--- config.mk ---
export PLATFORM = sky130hd
export DESIGN_NAME = bm_seq_ctrl
export DESIGN_NICKNAME = d
export VERILOG_FILES = /design/src/rtl/bm_seq_ctrl.sv
export SDC_FILE = /design/constraint.sdc
export NUM_CORES = 1
export LEC_CHECK = 0
export BUFFER_PORTS_ARGS = -buffer_cell sky130_fd_sc_hd__buf_2
export CORE_MARGIN = 2
export CORE_UTILIZATION = 49
export CTS_CLUSTER_DIAMETER = 150
export CTS_CLUSTER_SIZE = 25
export DETAILED_ROUTE_END_ITERATION = 7
export MAX_ROUTING_LAYER = met4
export PLACE_DENSITY = 0.69
export SLEW_MARGIN = 25
export SYNTH_ARGS = -nofsm -noshare
export SYNTH_HDL_FRONTEND = slang
export SYNTH_SLANG_ARGS = --single-unit
--- constraint.sdc ---
create_clock -name clk -period 6.1 [get_ports clk]
set_input_delay 0.305 -clock clk [delete_from_list [all_inputs] [get_ports clk]]
set_output_delay 0.305 -clock clk [all_outputs]
set_load 0.02 [all_outputs]
--- src/rtl/bm_seq_ctrl.sv ---
// Pass/line sequencer for the block-matching engine: steps lines x disparity phases and hands each pass to the calculator.
// Optional per-pass watchdog is compiled in with `define BM_SEQ_TIMEOUT_EN.
module bm_seq_ctrl #(
    parameter int HGT_W       = 9,
    parameter int TIMEOUT_CYC = 65535
) (
    input  logic             clk,
    input  logic             rst,
    input  logic             enb,
    input  logic             frame_start,
    input  logic [HGT_W-1:0] hgt,
    input  logic [8:0]       ndisp,
    input  logic             lr_rdy,
    input  logic             sad_rdy,
    input  logic             lr_done,
    input  logic             sad_done,
    output logic             calc_start,
    output logic [15:0]      buf_info,
    output logic             busy,
    output logic             frame_done,
    output logic [HGT_W-1:0] line_cnt,
    output logic             err
);

    typedef enum logic [2:0] {
        S_IDLE,
        S_WAIT,
        S_START,
        S_RUN,
        S_RETIRE,
        S_DONE
    } state_t;

    state_t           state, state_n;
    logic             bank, bank_n;
    logic [2:0]       dphase, dphase_n;
    logic [HGT_W-1:0] line_n;
    logic             lr_seen, lr_seen_n;
    logic             sad_seen, sad_seen_n;
    logic             load_info;
    logic [8:0]       ndisp_q, nd_in, cfg_ndisp;
    logic [HGT_W-1:0] hgt_q, hgt_in, cfg_hgt;
    logic [15:0]      info_n;

    // Descriptor of one pass, derived from its position in the frame and the frame geometry.
    function automatic logic [15:0] pack_info(input logic b, input logic [2:0] dp,
                                              input logic [HGT_W-1:0] ln,
                                              input logic [8:0] nd, input logic [HGT_W-1:0] h);
        logic [3:0] np;
        logic [9:0] rem;
        logic [5:0] pd;
        logic [1:0] op;
        logic       ld;
        np  = 4'(({1'b0, nd} + 10'd31) >> 5);
        ld  = ({1'b0, dp} == (np - 4'd1));
        rem = {1'b0, nd} - {2'b00, dp, 5'b00000};
        pd  = (rem >= 10'd32) ? 6'd32 : rem[5:0];
        op  = (np == 4'd1) ? 2'd1 : ((dp == 3'd0) ? 2'd2 : 2'd3);
        return {b, ld, (ln == '0), (ln == (h - HGT_W'(1))), {1'b0, dp}, pd, op};
    endfunction

    assign nd_in     = (ndisp == 9'd0) ? 9'd1 : ndisp;
    assign hgt_in    = (hgt == '0) ? HGT_W'(1) : hgt;
    assign cfg_ndisp = (state == S_IDLE) ? nd_in : ndisp_q;
    assign cfg_hgt   = (state == S_IDLE) ? hgt_in : hgt_q;
    assign info_n    = pack_info(bank_n, dphase_n, line_n, cfg_ndisp, cfg_hgt);

`ifdef BM_SEQ_TIMEOUT_EN
    logic [15:0] tmo_cnt;
    logic        timeout_hit;

    always_ff @(posedge clk or posedge rst) begin
        if (rst)
            tmo_cnt <= '0;
        else if (state == S_START)
            tmo_cnt <= '0;
        else if (state == S_RUN)
            tmo_cnt <= tmo_cnt + 16'd1;
    end

    assign err = timeout_hit;
`else
    assign err = 1'b0;
`endif

    // Pass sequencing; enb low overrides everything and drops back to IDLE with bank preserved.
    always_comb begin
        state_n    = state;
        bank_n     = bank;
        dphase_n   = dphase;
        line_n     = line_cnt;
        lr_seen_n  = lr_seen;
        sad_seen_n = sad_seen;
        load_info  = 1'b0;
`ifdef BM_SEQ_TIMEOUT_EN
        timeout_hit = 1'b0;
`endif
        if (!enb) begin
            state_n    = S_IDLE;
            dphase_n   = '0;
            line_n     = '0;
            lr_seen_n  = 1'b0;
            sad_seen_n = 1'b0;
        end else begin
            case (state)
                S_IDLE: begin
                    if (frame_start) begin
                        state_n   = S_WAIT;
                        dphase_n  = '0;
                        line_n    = '0;
                        load_info = 1'b1;
                    end
                end
                S_WAIT: begin
                    if (lr_rdy && (sad_rdy || buf_info[1:0] != 2'd3))
                        state_n = S_START;
                end
                S_START: begin
                    lr_seen_n  = lr_done;
                    sad_seen_n = sad_done;
                    state_n    = S_RUN;
                end
                S_RUN: begin
                    lr_seen_n  = lr_seen | lr_done;
                    sad_seen_n = sad_seen | sad_done;
                    if (lr_seen_n && (sad_seen_n || buf_info[1:0] != 2'd3)) begin
                        state_n = S_RETIRE;
                    end
`ifdef BM_SEQ_TIMEOUT_EN
                    else if (tmo_cnt == 16'(TIMEOUT_CYC - 1)) begin
                        timeout_hit = 1'b1;
                        state_n     = S_IDLE;
                        dphase_n    = '0;
                        line_n      = '0;
                    end
`endif
                end
                S_RETIRE: begin
                    if (!buf_info[14]) begin
                        dphase_n  = dphase + 3'd1;
                        state_n   = S_WAIT;
                        load_info = 1'b1;
                    end else begin
                        dphase_n = '0;
                        bank_n   = ~bank;
                        if (buf_info[12]) begin
                            state_n = S_DONE;
                        end else begin
                            line_n    = line_cnt + HGT_W'(1);
                            state_n   = S_WAIT;
                            load_info = 1'b1;
                        end
                    end
                end
                S_DONE: state_n = S_IDLE;
                default: state_n = S_IDLE;
            endcase
        end
    end

    always_ff @(posedge clk or posedge rst) begin
        if (rst) begin
            state    <= S_IDLE;
            bank     <= 1'b0;
            dphase   <= '0;
            line_cnt <= '0;
            lr_seen  <= 1'b0;
            sad_seen <= 1'b0;
            ndisp_q  <= '0;
            hgt_q    <= '0;
            buf_info <= '0;
        end else begin
            state    <= state_n;
            bank     <= bank_n;
            dphase   <= dphase_n;
            line_cnt <= line_n;
            lr_seen  <= lr_seen_n;
            sad_seen <= sad_seen_n;
            if (state == S_IDLE && frame_start && enb) begin
                ndisp_q <= nd_in;
                hgt_q   <= hgt_in;
            end
            if (load_info)
                buf_info <= info_n;
        end
    end

    assign calc_start = (state == S_START);
    assign busy       = (state inside {S_WAIT, S_START, S_RUN, S_RETIRE});
    assign frame_done = (state == S_DONE);

endmodule

==> metrics.txt, run 1 <==
# TYPE chip_impl_metric gauge
chip_impl_info{name="run_status",value="completed"} 1
chip_impl_metric{name="vias_per_cell",unit=""} 5.77
chip_impl_metric{name="total_of_endpoints_with_negative_setup_slack_in_the_final_report",unit=""} 0
chip_impl_metric{name="yosys.area_share.adder",unit="%"} 3.68
chip_impl_info{name="endpoint_kind",value="flop"} 1
chip_impl_info{name="r2r-start",value="state[0]"} 1
chip_impl_metric{name="cts_num_sinks",unit=""} 51
chip_impl_metric{name="synth_compound_area_share",unit="%"} 12.0
chip_impl_metric{name="grt_antenna_before_repair",unit=""} 0
chip_impl_metric{name="leakage",unit="nW"} 1.62
chip_impl_metric{name="setup_total_negative_slack",unit="ns"} 0
chip_impl_metric{name="cp_data_arrival_time",unit="ns"} 4.02
chip_impl_metric{name="postRouteAntennaNets",unit=""} 0
chip_impl_metric{name="seq_area_frac_synth",unit="%"} 39.1
chip_impl_metric{name="dr.first_iter.drc_count",unit=""} 109
chip_impl_info{name="worst_r2r_endpoint",value="buf_info[6]"} 1
chip_impl_info{name="synth.cells.most_frequent",value="51 x dfrtp_1, 35 x nor2_1, 32 x nand2_1"} 1
chip_impl_metric{name="layout-area-overhead-vs-synth",unit="%"} 10.9
chip_impl_metric{name="cell_count_after_synthesis",unit=""} 349
chip_impl_metric{name="die_h",unit="µm"} 85.6
chip_impl_metric{name="place.gp.congestion",unit=""} 0.890
chip_impl_info{name="hold_class",value="in -> async"} 1
chip_impl_metric{name="grt_util_all_layers",unit="%"} 21.2
chip_impl_metric{name="numPortBuffers",unit=""} 52
chip_impl_metric{name="power_density",unit="nW/µm²"} 346
chip_impl_metric{name="placement_rows",unit=""} 29
chip_impl_info{name="tritoncts_clock_tree",value="built"} 1
chip_impl_metric{name="period_minus_slack",unit="ns"} 3.80
chip_impl_metric{name="wire_length_of_the_first_global_routing_pass",unit="mm"} 12.1
chip_impl_metric{name="ctsResizeCount",unit=""} 0
chip_impl_metric{name="initial_utilization",unit="%"} 51.1
chip_impl_metric{name="synth.ff_latch_count",unit=""} 51
chip_impl_metric{name="netlist_area",unit="µm²"} 3270
chip_impl_info{name="cpMostUsedCell",value="o21ai_0"} 1
chip_impl_metric{name="critPathRequiredTime",unit="ns"} 6.32
chip_impl_info{name="timing.critical_path.to",value="buf_info[6]"} 1
chip_impl_metric{name="globalRoute.totalOverflow",unit=""} 0
chip_impl_metric{name="final_net_count",unit=""} 427
chip_impl_metric{name="io_pins",unit=""} 55
chip_impl_metric{name="synth.lib_cells_used.distinct",unit=""} 60
chip_impl_info{name="start_kind",value="flop"} 1
chip_impl_metric{name="post-route-util",unit="%"} 56.7
chip_impl_metric{name="number_of_buffers_added_to_fix_hold_violations_after_cts",unit=""} 0
chip_impl_info{name="cts_root_buf",value="clkbuf_8"} 1
chip_impl_metric{name="reg2reg_slack",unit="ns"} 2.30
chip_impl_metric{name="cts.htree.levels",unit=""} 2
chip_impl_metric{name="die-width",unit="µm"} 85.6
chip_impl_metric{name="timing.fmax",unit="MHz"} 263
chip_impl_metric{name="max-slew-margin-rel",unit="%"} 40.3
chip_impl_info{name="synth.most_common_cell",value="dfrtp_1"} 1
chip_impl_metric{name="wire_per_inst",unit="µm"} 15.8
chip_impl_info{name="crit_start",value="state[0]"} 1
chip_impl_info{name="netlist_top_cells_area",value="dfrtp_1 39%, mux2_2 5.9%, mux2i_1 5.5%"} 1
chip_impl_metric{name="totalWireLength",unit="mm"} 7.41
chip_impl_metric{name="power.ir.vdd_worst",unit="µV"} 188
chip_impl_info{name="synth_largest_area_cell",value="dfrtp_1"} 1
chip_impl_metric{name="cts_post_setup_buffers_inserted",unit=""} 0
chip_impl_metric{name="area_enclosed_by_the_die_boundary",unit="µm²"} 7330
chip_impl_metric{name="synth_xor_area_share",unit="%"} 7.47
chip_impl_info{name="critical-path-top-delay-family",value="simple AND/OR/NAND/NOR gates"} 1
chip_impl_metric{name="clkTransAtPathRegs",unit="ns"} 0.09
chip_impl_metric{name="crit_buf_inv",unit=""} 1
chip_impl_info{name="critPathSlowestCell",value="nor3_4"} 1
chip_impl_metric{name="area_share_of_and_or_nand_nor_cells_after_synthesis",unit="%"} 22.2
chip_impl_info{name="timing.setup.critical_path_class",value="reg -> reg"} 1
chip_impl_metric{name="coreArea",unit="µm²"} 6390
chip_impl_metric{name="grt_start_max_net_pins",unit=""} 52
chip_impl_info{name="synthFlopType",value="dfrtp_1"} 1
chip_impl_metric{name="numCtsBuffers",unit=""} 5
chip_impl_metric{name="layout_worst_path_cycle_share",unit="%"} 62.3
chip_impl_metric{name="area_share_of_the_leading_cell_type_in_the_synthesized_netlist",unit="%"} 39.1
chip_impl_metric{name="hold_violations",unit=""} 0
chip_impl_info{name="main_combinational_cell_family_by_area_after_synthesis",value="simple AND/OR/NAND/NOR gates"} 1
chip_impl_metric{name="detail_route.drc_violations",unit=""} 0
chip_impl_metric{name="post_synth_edffs",unit=""} 0
chip_impl_metric{name="dr.pass1.iters",unit=""} 4
chip_impl_metric{name="timing.critical_path.slowest_cell_delay",unit="ns"} 0.81
chip_impl_metric{name="timing_max_transition_violations_final",unit=""} 0
chip_impl_info{name="cp_cell_sequence",value="nor3_4 -> mux2i_1 -> inv_1 -> ha_1 -> nor2b_1 -> o21ai_0 -> or3b_2 -> a211o_1 -> o21ai_0"} 1
chip_impl_metric{name="num_antenna_cells",unit=""} 0
chip_impl_metric{name="grt_pass1_vias",unit=""} 2460
chip_impl_metric{name="maxCapViolCount",unit=""} 0
chip_impl_metric{name="clockBufferDepth",unit=""} 2
chip_impl_metric{name="synth_mux_area_share",unit="%"} 11.7
chip_impl_metric{name="clock_insertion_delay_worst_skew",unit="ns"} 0.30
chip_impl_metric{name="worst_clock_skew",unit="ns"} 0.00573
chip_impl_metric{name="post_route_cells_drive_above_1_share",unit="%"} 21.2
chip_impl_metric{name="cell_count_along_the_critical_path",unit=""} 9
chip_impl_metric{name="place.detailed.hpwl",unit="mm"} 5.44
chip_impl_metric{name="critical_path.max_fanout",unit=""} 20
chip_impl_info{name="grt_setup_unrepaired",value="no"} 1
chip_impl_metric{name="yosysWarnings",unit=""} 0
chip_impl_metric{name="worstRegToRegCells",unit=""} 9
chip_impl_metric{name="num_vias",unit=""} 2701
chip_impl_metric{name="post_synth.cell_area_avg",unit="µm²"} 9.36
chip_impl_metric{name="worst-slew-pin-transition",unit="ns"} 0.896
chip_impl_metric{name="synth_async_sr_flop_share",unit="%"} 100
## worst register-to-register path, cell delays in order, from the launching register on
cell	delay (ns)
dfrtp_1	0.59
nor3_4	0.81
mux2i_1	0.57
inv_1	0.15
ha_1	0.29
nor2b_1	0.12
o21ai_0	0.18
or3b_2	0.46
a211o_1	0.36
o21ai_0	0.18
## placed cells by master (no fill, tap or decap), types with 2 or more instances in the layout
cell,n
buf_2,52
dfrtp_1,51
nor2_1,35
nand2_1,32
o21ai_0,27
xnor2_1,18
mux2i_1,18
mux2_2,17
a21oi_1,14
nand3_1,11
inv_1,10
nor4_1,9
xor2_1,8
ha_1,8
nor3_1,7
clkbuf_8,5
nand2b_1,4
nor2b_1,4
or4_1,4
nor4b_1,4
nor3b_1,3
or3_1,3
a31oi_1,3
and2_1,2
a21boi_0,2
a22oi_1,2
nand3b_1,2
a32o_1,2
o31ai_1,2
conb_1,2
## routing by layer
layer  global-route usage, %  wire (µm)  vias up
li1                        -          -     1328
met2                    32.2       3440       79
met4                    3.90         52        0
met1                    30.8       3550     1289
met3                    2.89        370        5
met5                       -          0        -
## worst min path at each step
| stage | cells after the start | endpoint | slack, ns | from |
|---|---|---|---|---|
| 2_1_floorplan | 1 | bank | 0.44 | bank |
| 6_report | 2 | ndisp_q[2] | 0.09 | rst |
| 4_1_cts | 2 | ndisp_q[2] | 0.11 | rst |
| 3_3_place_gp | 1 | bank | 0.46 | bank |
| 3_5_place_dp | 2 | hgt_q[8] | 0.44 | rst |
| 5_1_grt | 2 | ndisp_q[1] | 0.15 | rst |
## sequential cells by signal (all words and copies together), names as in the netlist
register / count
buf_info: 15
state: 3
ndisp_q: 9
hgt_q: 9
lr_seen: 1
sad_seen: 1
dphase: 3
line_cnt: 9
bank: 1
## per-stage QoR
step                std cells  hold slack (ns)  power, mW  area, µm²  worst slack [ns]
global route              468            0.151       1.35       3620              2.00
CTS                       468            0.114       1.27       3620              2.30
floorplan                 350            0.444      0.943       3270              3.08
global placement          462            0.459       1.06       3550              2.46
detailed placement        462            0.445       1.08       3550              2.31
finish                    468           0.0922       1.25       3620              2.30
## where the power goes
group	total, mW	switching, mW	internal, mW
Sequential	0.506	0.0845	0.422
Clock	0.183	0.106	0.0769
Combinational	0.565	0.315	0.250
Total	1.25	0.506	0.749
## layout make-up
| type | count | area (µm²) |
|---|---|---|
| Timing Repair Buffer | 52 | 260 |
| Multi-Input combinational cell | 271 | 1870 |
| Fill cell | 577 | 2770 |
| Tap cell | 77 | 96.3 |
| Inverter | 11 | 43.8 |
| Sequential cell | 51 | 1280 |
| Clock buffer | 6 | 72.6 |
## cells by family (layout without fill, tap and decap cells)
| logic type | Yosys count | count (layout) |
|---|---|---|
| XOR/XNOR | 27 | 27 |
| buffers and inverters | 28 | 69 |
| other | 1 | 2 |
| flip-flops | 51 | 51 |
| AND/OR/NAND/NOR | 133 | 133 |
| multiplexers | 36 | 36 |
| AO/OA/AOI/OAI | 64 | 64 |
| adder cells (fa/ha/maj) | 9 | 9 |
Power figures use the tool's default switching activity.
==> inputs of run 2 (changes only) <==
--- a/config.mk
+++ b/config.mk
@@ -5,6 +5,7 @@
 export SDC_FILE = /design/constraint.sdc
 export NUM_CORES = 1
 export LEC_CHECK = 0
+export ABC_AREA = 1
 export BUFFER_PORTS_ARGS = -buffer_cell sky130_fd_sc_hd__buf_2
 export CORE_MARGIN = 2
 export CORE_UTILIZATION = 49
@@ -12,7 +13,7 @@
 export CTS_CLUSTER_SIZE = 25
 export DETAILED_ROUTE_END_ITERATION = 7
 export MAX_ROUTING_LAYER = met4
-export PLACE_DENSITY = 0.69
+export PLACE_DENSITY = 0.71
 export SLEW_MARGIN = 25
 export SYNTH_ARGS = -nofsm -noshare
 export SYNTH_HDL_FRONTEND = slang
==> constraint.sdc (replaced) <==
create_clock -name clk -period 3.1 [get_ports clk]
set_input_delay 0.155 -clock clk [delete_from_list [all_inputs] [get_ports clk]]
set_output_delay 0.155 -clock clk [all_outputs]
set_load 0.02 [all_outputs]
==> metrics.txt, run 2 <==
# TYPE chip_impl_metric gauge
chip_impl_info{name="cp_cell_sequence",value="nor2_4 -> o21ai_0 -> o21ai_0 -> a21oi_2 -> ha_1 -> fa_1 -> nor2_1 -> o211ai_1 -> o21ai_0 -> and3_1 -> nand3_1 -> o21ai_0"} 1
chip_impl_metric{name="cp_data_arrival_time",unit="ns"} 3.07
chip_impl_metric{name="synth.ff_latch_count",unit=""} 51
chip_impl_metric{name="hold-path-cell-count",unit=""} 3
chip_impl_metric{name="grt_start_max_net_pins",unit=""} 52
chip_impl_metric{name="wire_length_of_the_first_global_routing_pass",unit="mm"} 13.6
chip_impl_metric{name="dpl_cell_area",unit="µm²"} 3840
chip_impl_metric{name="globalRoute.totalOverflow",unit=""} 0
chip_impl_metric{name="dr.pass1.iters",unit=""} 4
chip_impl_metric{name="critPathRequiredTime",unit="ns"} 3.33
chip_impl_metric{name="max-slew-margin-rel",unit="%"} 58.0
chip_impl_metric{name="power_density",unit="nW/µm²"} 888
chip_impl_info{name="netlist_top_cells_area",value="dfrtp_1 36%, nand2_1 18%, inv_1 7.5%"} 1
chip_impl_metric{name="setup_total_negative_slack",unit="ns"} 0
chip_impl_metric{name="io_pins",unit=""} 55
chip_impl_info{name="endpoint_kind",value="flop"} 1
chip_impl_metric{name="num_antenna_cells",unit=""} 0
chip_impl_info{name="tritoncts_clock_tree",value="built"} 1
chip_impl_metric{name="post_synth.cell_area_avg",unit="µm²"} 6.65
chip_impl_metric{name="vias_per_cell",unit=""} 5.03
chip_impl_info{name="grt_setup_unrepaired",value="no"} 1
chip_impl_info{name="critical-path-top-delay-family",value="compound AO/OA/AOI/OAI gates"} 1
chip_impl_metric{name="synth_async_sr_flop_share",unit="%"} 100
chip_impl_metric{name="cell_count_after_synthesis",unit=""} 526
chip_impl_info{name="cts_root_buf",value="clkbuf_8"} 1
chip_impl_metric{name="post_synth_edffs",unit=""} 0
chip_impl_metric{name="cell_count_along_the_critical_path",unit=""} 12
chip_impl_metric{name="clockBufferDepth",unit=""} 2
chip_impl_info{name="cpMostUsedCell",value="o21ai_0"} 1
chip_impl_metric{name="die_h",unit="µm"} 88.5
chip_impl_metric{name="place.detailed.hpwl",unit="mm"} 6.21
chip_impl_metric{name="layout_worst_path_cycle_share",unit="%"} 91.6
chip_impl_metric{name="grt_util_all_layers",unit="%"} 22.6
chip_impl_info{name="synth_largest_area_cell",value="dfrtp_1"} 1
chip_impl_metric{name="grt_pass1_vias",unit=""} 2992
chip_impl_metric{name="num_vias",unit=""} 3395
chip_impl_info{name="timing.setup.critical_path_class",value="reg -> reg"} 1
chip_impl_metric{name="postLayoutCellArea",unit="µm²"} 3970
chip_impl_metric{name="layout-area-overhead-vs-synth",unit="%"} 13.5
chip_impl_metric{name="total_of_endpoints_with_negative_setup_slack_in_the_final_report",unit=""} 0
chip_impl_metric{name="worst_clock_skew",unit="ns"} 0.00790
chip_impl_metric{name="timing_max_transition_violations_final",unit=""} 0
chip_impl_metric{name="cts.htree.levels",unit=""} 2
chip_impl_metric{name="area_enclosed_by_the_die_boundary",unit="µm²"} 7830
chip_impl_info{name="start_kind",value="flop"} 1
chip_impl_info{name="run_status",value="completed"} 1
chip_impl_metric{name="numCtsBuffers",unit=""} 5
chip_impl_metric{name="cts_num_sinks",unit=""} 51
chip_impl_metric{name="yosysWarnings",unit=""} 0
chip_impl_metric{name="largest_register_ff_count",unit=""} 15
chip_impl_metric{name="die-width",unit="µm"} 88.5
chip_impl_metric{name="placement_rows",unit=""} 30
chip_impl_metric{name="synth.lib_cells_used.distinct",unit=""} 38
chip_impl_metric{name="power.ir.vdd_worst",unit="µV"} 472
chip_impl_metric{name="coreArea",unit="µm²"} 6870
chip_impl_metric{name="detail_route.drc_violations",unit=""} 0
chip_impl_info{name="synthFlopType",value="dfrtp_1"} 1
chip_impl_info{name="top_register",value="buf_info"} 1
chip_impl_metric{name="final.hold.worst_slack",unit="ns"} 0.0631
chip_impl_metric{name="clkTransAtPathRegs",unit="ns"} 0.10
chip_impl_metric{name="wire_per_inst",unit="µm"} 12.0
chip_impl_metric{name="timing.fmax",unit="MHz"} 352
chip_impl_metric{name="crit_buf_inv",unit=""} 0
chip_impl_metric{name="initial_utilization",unit="%"} 50.9
chip_impl_metric{name="worst-slew-pin-transition",unit="ns"} 0.630
chip_impl_metric{name="clock_insertion_delay_worst_skew",unit="ns"} 0.32
chip_impl_metric{name="timing.critical_path.slowest_cell_delay",unit="ns"} 0.45
chip_impl_info{name="layout_commonest_cell",value="nand2_1"} 1
chip_impl_metric{name="area_share_of_the_leading_cell_type_in_the_synthesized_netlist",unit="%"} 36.5
chip_impl_info{name="critPathSlowestCell",value="dfrtp_1"} 1
chip_impl_metric{name="place.gp.congestion",unit=""} 0.942
chip_impl_metric{name="dr.first_iter.drc_count",unit=""} 178
chip_impl_metric{name="numPortBuffers",unit=""} 52
chip_impl_metric{name="post_route_cells_drive_above_1_share",unit="%"} 15.5
chip_impl_metric{name="hold_violations",unit=""} 0
chip_impl_info{name="hold_class",value="in -> reg"} 1
chip_impl_metric{name="final_net_count",unit=""} 613
chip_impl_metric{name="netlist_area",unit="µm²"} 3500
chip_impl_metric{name="seq_area_frac_synth",unit="%"} 36.5
chip_impl_metric{name="period_minus_slack",unit="ns"} 2.84
chip_impl_metric{name="leakage",unit="nW"} 2.14
chip_impl_metric{name="reg2reg_slack",unit="ns"} 0.26
chip_impl_metric{name="totalWireLength",unit="mm"} 8.08
chip_impl_metric{name="report.power.total",unit="mW"} 3.53
chip_impl_info{name="mostFrequentLayoutCells",value="170 x nand2_1, 69 x inv_1, 52 x buf_2"} 1
chip_impl_metric{name="postRouteAntennaNets",unit=""} 0
chip_impl_metric{name="critical_path.max_fanout",unit=""} 9
chip_impl_metric{name="final.fill_count",unit=""} 670
chip_impl_info{name="synth.cells.most_frequent",value="170 x nand2_1, 70 x inv_1, 51 x dfrtp_1"} 1
chip_impl_metric{name="grt_antenna_before_repair",unit=""} 0
chip_impl_info{name="synth.most_common_cell",value="nand2_1"} 1
chip_impl_metric{name="maxCapViolCount",unit=""} 0
chip_impl_metric{name="worstRegToRegCells",unit=""} 12
-- run 2: power breakdown --
part | switching [mW] | total, mW | leakage (nW) | internal, mW
clock network | 0.244 | 0.487 | 0.0548 | 0.244
logic | 1.36 | 2.07 | 1.42 | 0.703
registers | 0.110 | 0.974 | 0.664 | 0.864
-- run 2: final timing paths --
check,start,to
max,state[0],buf_info[5]
min,ndisp[1],ndisp_q[1]
max in group asynchronous,rst,hgt_q[6]
max reg2reg,state[0],buf_info[5]
min in group asynchronous,rst,sad_seen
min reg2reg,bank,bank
-- run 2: timing repair --
action,4_1_cts,5_1_grt
buffers inserted,0,0
setup endpoints to repair,0,4
hold buffers,1,0
endpoints found under the hold margin,51,0
resized for setup,0,2
-- run 2: layout make-up --
type | count | area (µm²) | share of cell area (%)
Clock buffer | 5 | 68.8 | 1.73
Clock inverter | 3 | 46.3 | 1.17
Inverter | 77 | 292 | 7.34
Multi-Input combinational cell | 384 | 1850 | 46.7
Sequential cell | 51 | 1280 | 32.1
Tap cell | 96 | 120 | 3.02
Timing Repair Buffer | 59 | 315 | 7.94
-- run 2: tightest hold or removal path: stages --
cell,delay (ns)
buf_2,0.09
nand2_1,0.04
o21ai_0,0.06
-- run 2: layer usage --
layer,GRT usage [%],vias to the layer above,part of all wire [%]
li1,-,1780,-
met1,32.5,1524,52
met2,33.7,81,43
met3,3.17,10,3.9
met4,5.92,0,1.2
met5,-,-,0
-- run 2: stage by stage --
stage,instances,worst slack (ns),util [%]
CTS,675,0.244,57.7
detailed placement,666,0.294,55.9
global route,675,0.0148,57.8
finish,675,0.259,57.8
global placement,666,0.395,55.8
floorplan,527,0.597,-
-- run 2: cell families after synthesis --
kind of cell | count (synthesis) | synth area share, %
xor+xnor | 6 | 1.50
other cells | 1 | 0.107
simple gates | 293 | 35.4
fa+ha+maj | 9 | 3.43
flops | 51 | 36.5
compound gates | 74 | 12.2
buf+inv | 92 | 10.9
==> inputs of run 3 (changes only) <==
--- a/config.mk
+++ b/config.mk
@@ -12,8 +12,10 @@
 export CTS_CLUSTER_DIAMETER = 150
 export CTS_CLUSTER_SIZE = 25
 export DETAILED_ROUTE_END_ITERATION = 7
+export GPL_ROUTABILITY_DRIVEN = 0
 export MAX_ROUTING_LAYER = met4
-export PLACE_DENSITY = 0.71
+export PLACE_DENSITY = 0.69
+export RECOVER_POWER = 25
 export SLEW_MARGIN = 25
 export SYNTH_ARGS = -nofsm -noshare
 export SYNTH_HDL_FRONTEND = slang
==> constraint.sdc (replaced) <==
create_clock -name clk -period 2.7 [get_ports clk]
set_input_delay 0.135 -clock clk [delete_from_list [all_inputs] [get_ports clk]]
set_output_delay 0.135 -clock clk [all_outputs]
set_load 0.02 [all_outputs]
==> metrics.txt, run 3 (synthesis gave the netlist of run 2 again) <==
# TYPE chip_impl_metric gauge
chip_impl_metric{name="sequential_standard_cell_area",unit="µm²"} 1280
chip_impl_metric{name="power.ir.vdd_worst",unit="µV"} 573
chip_impl_metric{name="timing.fmax",unit="MHz"} 379
chip_impl_metric{name="hold_violations",unit=""} 0
chip_impl_metric{name="placement_rows",unit=""} 30
chip_impl_info{name="cts_root_buf",value="clkbuf_8"} 1
chip_impl_metric{name="area_enclosed_by_the_die_boundary",unit="µm²"} 7830
chip_impl_metric{name="io_pins",unit=""} 55
chip_impl_metric{name="num_vias",unit=""} 3518
chip_impl_metric{name="grt_pass1_vias",unit=""} 3004
chip_impl_metric{name="largest_register_ff_count",unit=""} 15
chip_impl_metric{name="coreArea",unit="µm²"} 6870
chip_impl_info{name="layout_commonest_cell",value="nand2_1"} 1
chip_impl_metric{name="clock_insertion_delay_worst_skew",unit="ns"} 0.31
chip_impl_metric{name="final_net_count",unit=""} 632
chip_impl_metric{name="dpl_worst_slack",unit="ns"} -0.0197
chip_impl_metric{name="wire_per_inst",unit="µm"} 12.3
chip_impl_metric{name="cts.htree.levels",unit=""} 2
chip_impl_metric{name="critical_path.max_fanout",unit=""} 9
chip_impl_metric{name="cts_num_sinks",unit=""} 51
chip_impl_metric{name="total_of_endpoints_with_negative_setup_slack_in_the_final_report",unit=""} 0
chip_impl_metric{name="clockBufferDepth",unit=""} 2
chip_impl_metric{name="dr.first_iter.drc_count",unit=""} 219
chip_impl_metric{name="die-width",unit="µm"} 88.5
chip_impl_info{name="hold_class",value="in -> reg"} 1
chip_impl_metric{name="totalWireLength",unit="mm"} 8.55
chip_impl_info{name="timing.setup.critical_path_class",value="reg -> reg"} 1
chip_impl_metric{name="area_used_by_multi_input_combinational_logic",unit="µm²"} 1970
chip_impl_metric{name="final.hold.worst_slack",unit="ns"} 0.0532
chip_impl_info{name="tritoncts_clock_tree",value="built"} 1
chip_impl_metric{name="cp_data_arrival_time",unit="ns"} 2.84
chip_impl_metric{name="maxCapViolCount",unit=""} 0
chip_impl_metric{name="detail_route.drc_violations",unit=""} 0
chip_impl_metric{name="die_h",unit="µm"} 88.5
chip_impl_metric{name="grt_antenna_before_repair",unit=""} 0
chip_impl_metric{name="dr.pass1.iters",unit=""} 5
chip_impl_metric{name="post_route_cells_drive_above_1_share",unit="%"} 19.6
chip_impl_metric{name="timing_max_transition_violations_final",unit=""} 0
chip_impl_metric{name="critPathRequiredTime",unit="ns"} 2.90
chip_impl_metric{name="numCtsBuffers",unit=""} 5
chip_impl_metric{name="period_minus_slack",unit="ns"} 2.64
chip_impl_metric{name="grt_util_all_layers",unit="%"} 22.3
chip_impl_metric{name="postRouteAntennaNets",unit=""} 0
chip_impl_metric{name="globalRoute.totalOverflow",unit=""} 0
chip_impl_metric{name="layout-area-overhead-vs-synth",unit="%"} 21.8
chip_impl_metric{name="final.fill_count",unit=""} 645
chip_impl_info{name="start_kind",value="flop"} 1
chip_impl_info{name="run_status",value="completed"} 1
chip_impl_metric{name="vias_per_cell",unit=""} 5.07
chip_impl_metric{name="leakage",unit="nW"} 2.23
chip_impl_info{name="top_register",value="buf_info"} 1
chip_impl_metric{name="worst_slack",unit="ns"} 0.0632
chip_impl_metric{name="power_density",unit="nW/µm²"} 1090
chip_impl_info{name="grt_setup_unrepaired",value="yes"} 1
chip_impl_info{name="mostFrequentLayoutCells",value="160 x nand2_1, 68 x inv_1, 49 x dfrtp_1"} 1
chip_impl_info{name="endpoint_kind",value="flop"} 1
chip_impl_metric{name="numPortBuffers",unit=""} 52
chip_impl_metric{name="num_antenna_cells",unit=""} 0
chip_impl_metric{name="max-slew-margin-rel",unit="%"} 51.0
chip_impl_metric{name="grt_start_max_net_pins",unit=""} 35
chip_impl_metric{name="initial_utilization",unit="%"} 50.9
chip_impl_metric{name="wire_length_of_the_first_global_routing_pass",unit="mm"} 13.5
chip_impl_metric{name="worst-slew-pin-transition",unit="ns"} 0.734
chip_impl_metric{name="worst_clock_skew",unit="ns"} 0.00812
chip_impl_metric{name="layout_worst_path_cycle_share",unit="%"} 97.7
chip_impl_metric{name="place.detailed.hpwl",unit="mm"} 6.36
chip_impl_metric{name="clkTransAtPathRegs",unit="ns"} 0.10
-- run 3: worst paths after layout --
kind                            startpoint           end  slack [ns]  depth (start not counted)
worst min register to register        bank          bank        0.49                          1
max in group asynchronous              rst      state[1]        1.29                          4
worst max register to register    state[2]   buf_info[7]        0.06                         14
worst max-delay path              state[2]   buf_info[7]        0.06                         14
worst min-delay path              ndisp[1]    ndisp_q[1]        0.05                          3
min in group asynchronous              rst  buf_info[15]        0.48                          3
-- run 3: per-stage QoR --
stage	utilization, %	power (mW)	instance area (µm²)	std cells	setup TNS (ns)
4_1_cts	59.1	4.23	4060	684	0
6_report	62.1	4.67	4260	694	0
3_3_place_gp	56.8	3.50	3900	675	0
5_1_grt	62.1	5.10	4260	694	-0.359
2_1_floorplan	-	3.02	3500	527	0
3_5_place_dp	56.8	3.56	3900	675	-0.0197
-- run 3: report_power, final --
group	switching (mW)	internal, mW	total, mW
Clock	0.268	0.370	0.638
Sequential	0.115	0.996	1.11
Combinational	1.82	1.09	2.92
Total	2.21	2.46	4.67
-- run 3: per-layer routing --
layer	track usage [%]	vias to the layer above	wire length, µm
li1	-	1814	-
met2	33.7	95	3840
met5	-	-	0
met1	32.2	1602	4260
met4	5.10	0	86
met3	2.89	7	359
-- run 3: final cells by class --
cell class                      instances  share of cell area, %
Tap cell                               96                   2.82
Inverter                               77                   6.84
Timing Repair Buffer                   78                   11.0
Multi-Input combinational cell        384                   46.2
Sequential cell                        51                   30.0
Clock buffer                            5                   1.61
Clock inverter                          3                   1.58
-- run 3: worst max-delay path: stages (launching register included) --
cell and delay, ns:
dfrtp_1 0.40, buf_4 0.18, o21ai_0 0.38, nand2_1 0.13, o31ai_2 0.08, nand2_1 0.16
ha_4 0.32, nand2_1 0.05, o21a_1 0.16, inv_1 0.06, o211ai_1 0.07, o21ai_0 0.08
and3_1 0.21, nand3_4 0.13, o21a_1 0.12
-- run 3: repair_timing --
item | 4_1_cts | 5_1_grt
hold endpoints to repair | 18 | 0
setup buffers | 0 | 10
resized for setup | 3 | 39
cloned | 0 | 0
pin swaps | 0 | 19
setup endpoints to repair | 5 | 7
hold buffers | 1 | 0
